`src/rtl/data_mem_if.sv`:
```
// data_mem_if: core <-> data-memory request/response bus
interface data_mem_if;
  logic        req_valid;
  logic        req_write;
  logic [31:0] req_addr;
  logic [31:0] req_wdata;
  logic        req_ready;
  logic        rsp_valid;
  logic [31:0] rsp_rdata;
  logic        rsp_err;
  logic        stall;
  modport master (output req_valid, req_write, req_addr, req_wdata,
                  input req_ready, rsp_valid, rsp_rdata, rsp_err, stall);
  modport slave (input req_valid, req_write, req_addr, req_wdata,
                 output req_ready, rsp_valid, rsp_rdata, rsp_err, stall);
endinterface

```
`src/rtl/data_mem_responder.sv`:
```
// data_mem_responder: fixed-latency word RAM serving core load/store requests
module data_mem_responder #(
  parameter int DEPTH   = 64,
  parameter int LATENCY = 2
) (
  input logic       clk,
  input logic       reset,
  data_mem_if.slave bus
);
  localparam int AW = $clog2(DEPTH);
  typedef enum logic [1:0] {IDLE, BUSY, RESP} state_t;
  state_t      state, state_n;
  logic [3:0]  cnt;
  logic        wr;
  logic [31:0] addr, wdata, rdata;
  logic        err, rerr, done;
  logic [AW-1:0] idx;
  logic [31:0] mem [DEPTH];
  always_comb begin
    idx     = addr[AW+1:2];
    err     = (|addr[1:0]) || (|addr[31:AW+2]);
    done    = state == BUSY && cnt == 4'(LATENCY - 1);
    state_n = state == IDLE ? (bus.req_valid ? BUSY : IDLE) :
              state == BUSY ? (done ? RESP : BUSY) : IDLE;
  end
  always_ff @(posedge clk) begin
    if (reset) begin
      state <= IDLE;
      cnt   <= '0;
      rdata <= '0;
      rerr  <= 1'b0;
      wr    <= 1'b0;
      addr  <= '0;
      wdata <= '0;
    end else begin
      state <= state_n;
      cnt   <= state == BUSY ? cnt + 4'd1 : 4'd0;
      if (state == IDLE && bus.req_valid) begin
        wr    <= bus.req_write;
        addr  <= bus.req_addr;
        wdata <= bus.req_wdata;
      end
      if (done) begin
        rdata <= (wr || err) ? 32'd0 : mem[idx];
        rerr  <= err;
      end
    end
  end
  // RAM is never cleared; errored or abandoned stores leave it untouched
  always_ff @(posedge clk)
    if (!reset && done && wr && !err) mem[idx] <= wdata;
  assign bus.req_ready = state == IDLE;
  assign bus.stall     = state == BUSY;
  assign bus.rsp_valid = state == RESP;
  assign bus.rsp_rdata = rdata;
  assign bus.rsp_err   = rerr;
endmodule
```
`src/flat_wrapper.sv`:
```
// flat-port wrapper written by rule: the top's interface ports become plain ports
module data_mem_responder_flat 
#(
  parameter int DEPTH   = 64,
  parameter int LATENCY = 2
)
  (clk, reset, bus_req_valid, bus_req_write, bus_req_addr, bus_req_wdata, bus_req_ready, bus_rsp_valid, bus_rsp_rdata, bus_rsp_err, bus_stall);
  data_mem_if bus_i ();
  input logic clk;
  input logic reset;
  input wire logic [$bits(bus_i.req_valid)-1:0] bus_req_valid;
  input wire logic [$bits(bus_i.req_write)-1:0] bus_req_write;
  input wire logic [$bits(bus_i.req_addr)-1:0] bus_req_addr;
  input wire logic [$bits(bus_i.req_wdata)-1:0] bus_req_wdata;
  output wire logic [$bits(bus_i.req_ready)-1:0] bus_req_ready;
  output wire logic [$bits(bus_i.rsp_valid)-1:0] bus_rsp_valid;
  output wire logic [$bits(bus_i.rsp_rdata)-1:0] bus_rsp_rdata;
  output wire logic [$bits(bus_i.rsp_err)-1:0] bus_rsp_err;
  output wire logic [$bits(bus_i.stall)-1:0] bus_stall;
  assign bus_i.req_valid = bus_req_valid;
  assign bus_i.req_write = bus_req_write;
  assign bus_i.req_addr = bus_req_addr;
  assign bus_i.req_wdata = bus_req_wdata;
  assign bus_req_ready = bus_i.req_ready;
  assign bus_rsp_valid = bus_i.rsp_valid;
  assign bus_rsp_rdata = bus_i.rsp_rdata;
  assign bus_rsp_err = bus_i.rsp_err;
  assign bus_stall = bus_i.stall;
  data_mem_responder #(.DEPTH(DEPTH), .LATENCY(LATENCY)) u_core (.clk(clk), .reset(reset), .bus(bus_i));
endmodule
```
`config.mk`:
```
export PLATFORM = sky130hd
export DESIGN_NAME = data_mem_responder_flat
export DESIGN_NICKNAME = d
export VERILOG_FILES = /design/src/rtl/data_mem_if.sv /design/src/rtl/data_mem_responder.sv /design/src/flat_wrapper.sv
export SDC_FILE = /design/constraint.sdc
export NUM_CORES = 2
export LEC_CHECK = 0
export CAP_MARGIN = 40
export CORE_UTILIZATION = 45
export DETAILED_ROUTE_END_ITERATION = 10
export GPL_ROUTABILITY_DRIVEN = 0
export PLACE_DENSITY = 0.58
export SLEW_MARGIN = 20
export SYNTH_ARGS = -nofsm -noshare
export SYNTH_HDL_FRONTEND = slang
export SYNTH_SLANG_ARGS = --single-unit
export TNS_END_PERCENT = 20
```
`constraint.sdc`:
```
create_clock -name clk -period 8.5 [get_ports clk]
set_input_delay 2.125 -clock clk [delete_from_list [all_inputs] [get_ports clk]]
set_output_delay 2.125 -clock clk [all_outputs]
set_load 0.005 [all_outputs]
```
-- Word-level counts from Yosys, hierarchy flattened
Memory sizes are Yosys's and may differ from the RTL's. A register that Yosys moved wholly into a read port is not among the register bits.
Cells that the tools add are included.
- flip-flop bits (word level): 104
- memories: 1
- memory bits (writable): 2048
- word-level logic and storage cells: 35
- output and inout port bits: 36
- latch bits: 0
- bits in read-only memories: 0
- memory list (name ; words ; width ; read ports ; clocked after memory_dff ; wr ports ; RTL line ; text):
    u_core.mem ; 64 ; 32 ; 1 ; 1 ; 1 ; data_mem_responder.sv:18 ; logic [31:0] mem [DEPTH];
- shifts and indexed selects: 0
- add/subtract/negate cells: 1
- bitwise operators: 1
- equality and inequality tests: 3
- divide/modulo/power cells: 0
- reductions and logical operators: 13
- magnitude comparators: 0
- mux-type cells: 9
- multiply operators: 0
- operators with widths (cell ; number):
    $mux 32 ; 1
    $reduce_or 24->1 ; 1
    $mux 6 ; 2
    $mux 2 ; 3
    $logic_and 1x1->1 ; 5
    $add 4x1->4 const B ; 1
    $eq 4x1->1 const B ; 1
    $reduce_or 2->1 ; 2
    $mux 1 ; 3
    $eq 2x1->1 const B ; 1
    $eq 2x2->1 const B ; 1
    $logic_not 1->1 ; 2
    $logic_not 2->1 ; 1
    $logic_or 1x1->1 ; 2
    $not 1->1 ; 1

-- Logic depth before layout (Yosys ltp)
- depth in word-level cells: 7
- gate-level depth with buffers: 12

-- Worst setup path after synthesis
OpenSTA, ideal clock, no wires.
- path type: input-to-reg
- start: input port reset
- end: memory u_core.mem[30][0], enable pin
- slack: 3.580 ns
- cell stages on the path: 6
- required time: 8.079 ns
- arrival time: 4.499 ns
- buffers on the path: 1
- cells stage by stage: clkbuf_1 -> nand2b_1 -> nor2_1 -> and4b_1 -> nand3_1 -> nor2_1
- longest elaborated chain between the ends: 6
- RTL lines (what ; RTL line ; text):
    start: declaration ; flat_wrapper.sv:10 ; input logic reset;
    $logic_not 1->1 ; data_mem_responder.sv:51 ; if (!reset && done && wr && !err) mem[idx] <= wdata;
    $logic_and 1x1->1 (3 in series) ; data_mem_responder.sv:51 ;
    $mux 1 ; data_mem_responder.sv:51 ;
    $mux 1 (implied by the code) ; data_mem_responder.sv:51 ;
    end: declaration ; data_mem_responder.sv:18 ;
Every way passes these cells.

-- Worst setup path in the final report
- start: input port reset
- end: memory u_core.mem[32][30], enable pin
Same word-level chain as after synthesis.

==> impl_metrics.env <==
export IMPL_start_util=0.455
export IMPL_finalPower_mw=22.3
export IMPL_grt_overflow=0
export IMPL_dr_wl_met2_um=107000
export IMPL_firstDrtPassIters=6
export IMPL_critPathMaxFanout=22
export IMPL_port_buffer_count=103
export IMPL_cp_cell_sequence="buf_2 -> nand2b_1 -> nor2_1 -> and4b_1 -> nand2_1 -> buf_4 -> nor2_4 -> buf_4"
export IMPL_p_int_mw=17.4
export IMPL_finalCritPeriodShare=0.524
export IMPL_fmax_ghz=0.224
export IMPL_whs_ns=0.453
export IMPL_htreeDepth=4
export IMPL_syn_area_mm2=0.0826
export IMPL_power_frac_seq=0.529
export IMPL_synthDistinctLibCells=74
export IMPL_p_sw_frac=0.220
export IMPL_final_common_cell="edfxtp_1"
export IMPL_clk_pin_slew_ns=0.06
export IMPL_start_kind="input port"
export IMPL_hold_class="reg -> reg"
export IMPL_final_area_mm2=0.0949
export IMPL_post_route_cells_drive_above_1_share=0.244
export IMPL_wl_met1_um=97900
export IMPL_grt_pass1_vias=40500
export IMPL_slowest_stage="nor2_1"
export IMPL_fin_crit_ns=4.45
export IMPL_dieArea_mm2=0.185
export IMPL_place_hpwl_um=143000
export IMPL_drc=0
export IMPL_cts_root_buf="clkbuf_16"
export IMPL_timing_critical_path_mode_cell="buf_4"
export IMPL_placed_area_mm2=0.0877
export IMPL_slew_violations=0
export IMPL_final_cell_mix="edfxtp_1, mux4_2, nand2_1"
export IMPL_synth_fp_nets=4012
export IMPL_hold_viol=0
export IMPL_max_vdd_ir_drop_v=0.000198
export IMPL_clk_path_buf_depth=3
export IMPL_finalClockSkew_ns=0.0258
export IMPL_clkSinkCount=2158
export IMPL_die_h_um=430
export IMPL_setup_tns_ns=0
export IMPL_antenna_found_initial=14
export IMPL_switchingPower_mw=4.91
export IMPL_ios=104
export IMPL_synthTopCellsByArea="edfxtp_1, mux4_2, dfxtp_1"
export IMPL_ys_flop_type="edfxtp_1"
export IMPL_wl_met3_um=21000
export IMPL_cts_tree="done"
export IMPL_grt_use_total=0.254
export IMPL_synth_top_area_cell="edfxtp_1"
export IMPL_cp_slowest_stage_delay_ns=0.59
export IMPL_synth_edf_count=2048
export IMPL_leakage_nw=30.5
export IMPL_async_flop_share=0
export IMPL_n_fill_cell=14100
export IMPL_maxCapViolations=0
export IMPL_endpoint_kind="register"
export IMPL_viasPerCell=6.14
export IMPL_powerDensity_mw_per_mm2=235
export IMPL_cts_buffers=215
export IMPL_wl_per_cell_um=34.6
export IMPL_syn_area_per_cell_um2=21.0
export IMPL_synth_cells=3942
export IMPL_max_slew_margin=0.395
export IMPL_vias=41600
export IMPL_final_nets=4286
export IMPL_area_delta_synth_final_pct=14.9
export IMPL_die_w_um=430
export IMPL_synth_seq_cells=2158
export IMPL_row_count=156
export IMPL_top_layer="met5"
export IMPL_min_path_cells=2
export IMPL_status="finished clean"
export IMPL_first_iter_violations=5467
export IMPL_stdcell_count=6772
export IMPL_synth_warnings=0
export IMPL_post_cts_setup_buffer_count=0
export IMPL_dp_cells=6349
export IMPL_rsz0062_at_grt="false"
export IMPL_wl_um=234000
export IMPL_critical_path_class="in -> reg"
export IMPL_setup_violations=0
export IMPL_cp_required_ns=8.98
export IMPL_clock_latency_ns=0.85
export IMPL_ys_seq_area_frac=0.771
export IMPL_reg2reg_depth=6
export IMPL_grt_first_pass_wirelength_um=326000
export IMPL_p_clk_frac=0.413
export IMPL_cts_resized=0
export IMPL_cts_hold_buf=0
export IMPL_crit_arrival_ns=4.93
export IMPL_tightest_slew_ns=0.908
export IMPL_combPwrFrac=0.058
export IMPL_grt_max_degree=122
export IMPL_synth_top_area_share=0.745
export IMPL_drtAntennaViolNets=0
export IMPL_coreArea_mm2=0.182
-- registers in the layout, summed over array words and instances (netlist names), named ones only --
name,flops
u_core.wdata,32
u_core.bus.rsp_err,1
u_core.cnt,4
u_core.bus.rsp_rdata,32
u_core.addr,32
u_core.wr,1
u_core.state,2
u_core.mem,2048
-- critical path: cells and delay by family --
| family | cells | cell delay, ns |
|---|---|---|
| buffers and inverters | 3 | 0.93 |
| and+or+nand+nor | 5 | 1.82 |
-- layer usage --
metal  GRT usage  up-vias
met1       0.373    22400
met3      0.0512      319
met4      0.0897        4
li1            -    16900
met5           0        -
met2       0.378     2025
-- power by group through the flow --
stage          logic (mW)  registers [mW]  clock network (mW)
2_1_floorplan       0.667            12.0                   0
6_report             1.29            11.8                9.21
3_5_place_dp         1.20            12.1                   0
5_1_grt              1.33            11.8                9.74
3_3_place_gp         1.12            12.1                   0
4_1_cts              1.20            11.8                9.34
-- cell type report --
type                       instances  area [um2]  share of cell area
clock inverter                   113         986              0.0104
sequential                      2158       63800               0.672
timing repair buffer             281        3310              0.0349
inverter                           4        20.0            0.000211
tap                             2370        2970              0.0312
multi-input combinational       1556       18000               0.190
antenna                            3        7.51           0.0000791
clock buffer                     287        5780              0.0609
-- cell usage after synthesis, types with 9 or more instances --
library cell and number:
nand2b_1 9, o22ai_1 33, nand2_1 250, nand3_1 44
nor2_1 120, a21oi_1 99, buf_6 17, o21ai_0 42
a31oi_1 11, buf_2 73, o211ai_1 12, and2_1 10
a211oi_1 17, nor2b_1 30, clkbuf_1 72, a22oi_1 40
edfxtp_1 2048, buf_4 42, mux2_2 28, nor4_1 9
mux4_2 466, mux2i_1 210, nand4_1 20, dfxtp_1 110
-- metrics by stage --
stage / util / setup slack, ns
6_report: 0.523 / 4.05
5_1_grt: 0.523 / 3.90
4_1_cts: 0.520 / 4.00
3_5_place_dp: 0.483 / 3.36
3_3_place_gp: 0.478 / 3.06
2_1_floorplan: - / 3.58
-- worst paths after layout --
kind,startpoint,slack [ns],end
worst min register to register,u_core.wdata[29],0.45,u_core.wdata[29]
worst max-delay path,reset,4.05,u_core.mem[32][30]
worst min-delay path,u_core.wdata[29],0.45,u_core.wdata[29]
worst max register to register,register,4.08,u_core.bus.rsp_rdata[0]
-- logic make-up after synthesis --
group	count (synthesis)	share of synthesized area
buffers and inverters	228	0.0168
flip-flops	2158	0.771
adder cells (fa/ha/maj)	2	0.000303
XOR/XNOR	2	0.000212
multiplexers	709	0.158
AND/OR/NAND/NOR	521	0.0281
AO/OA/AOI/OAI	322	0.0254
No activity file was read; power rests on OpenSTA's default activity.
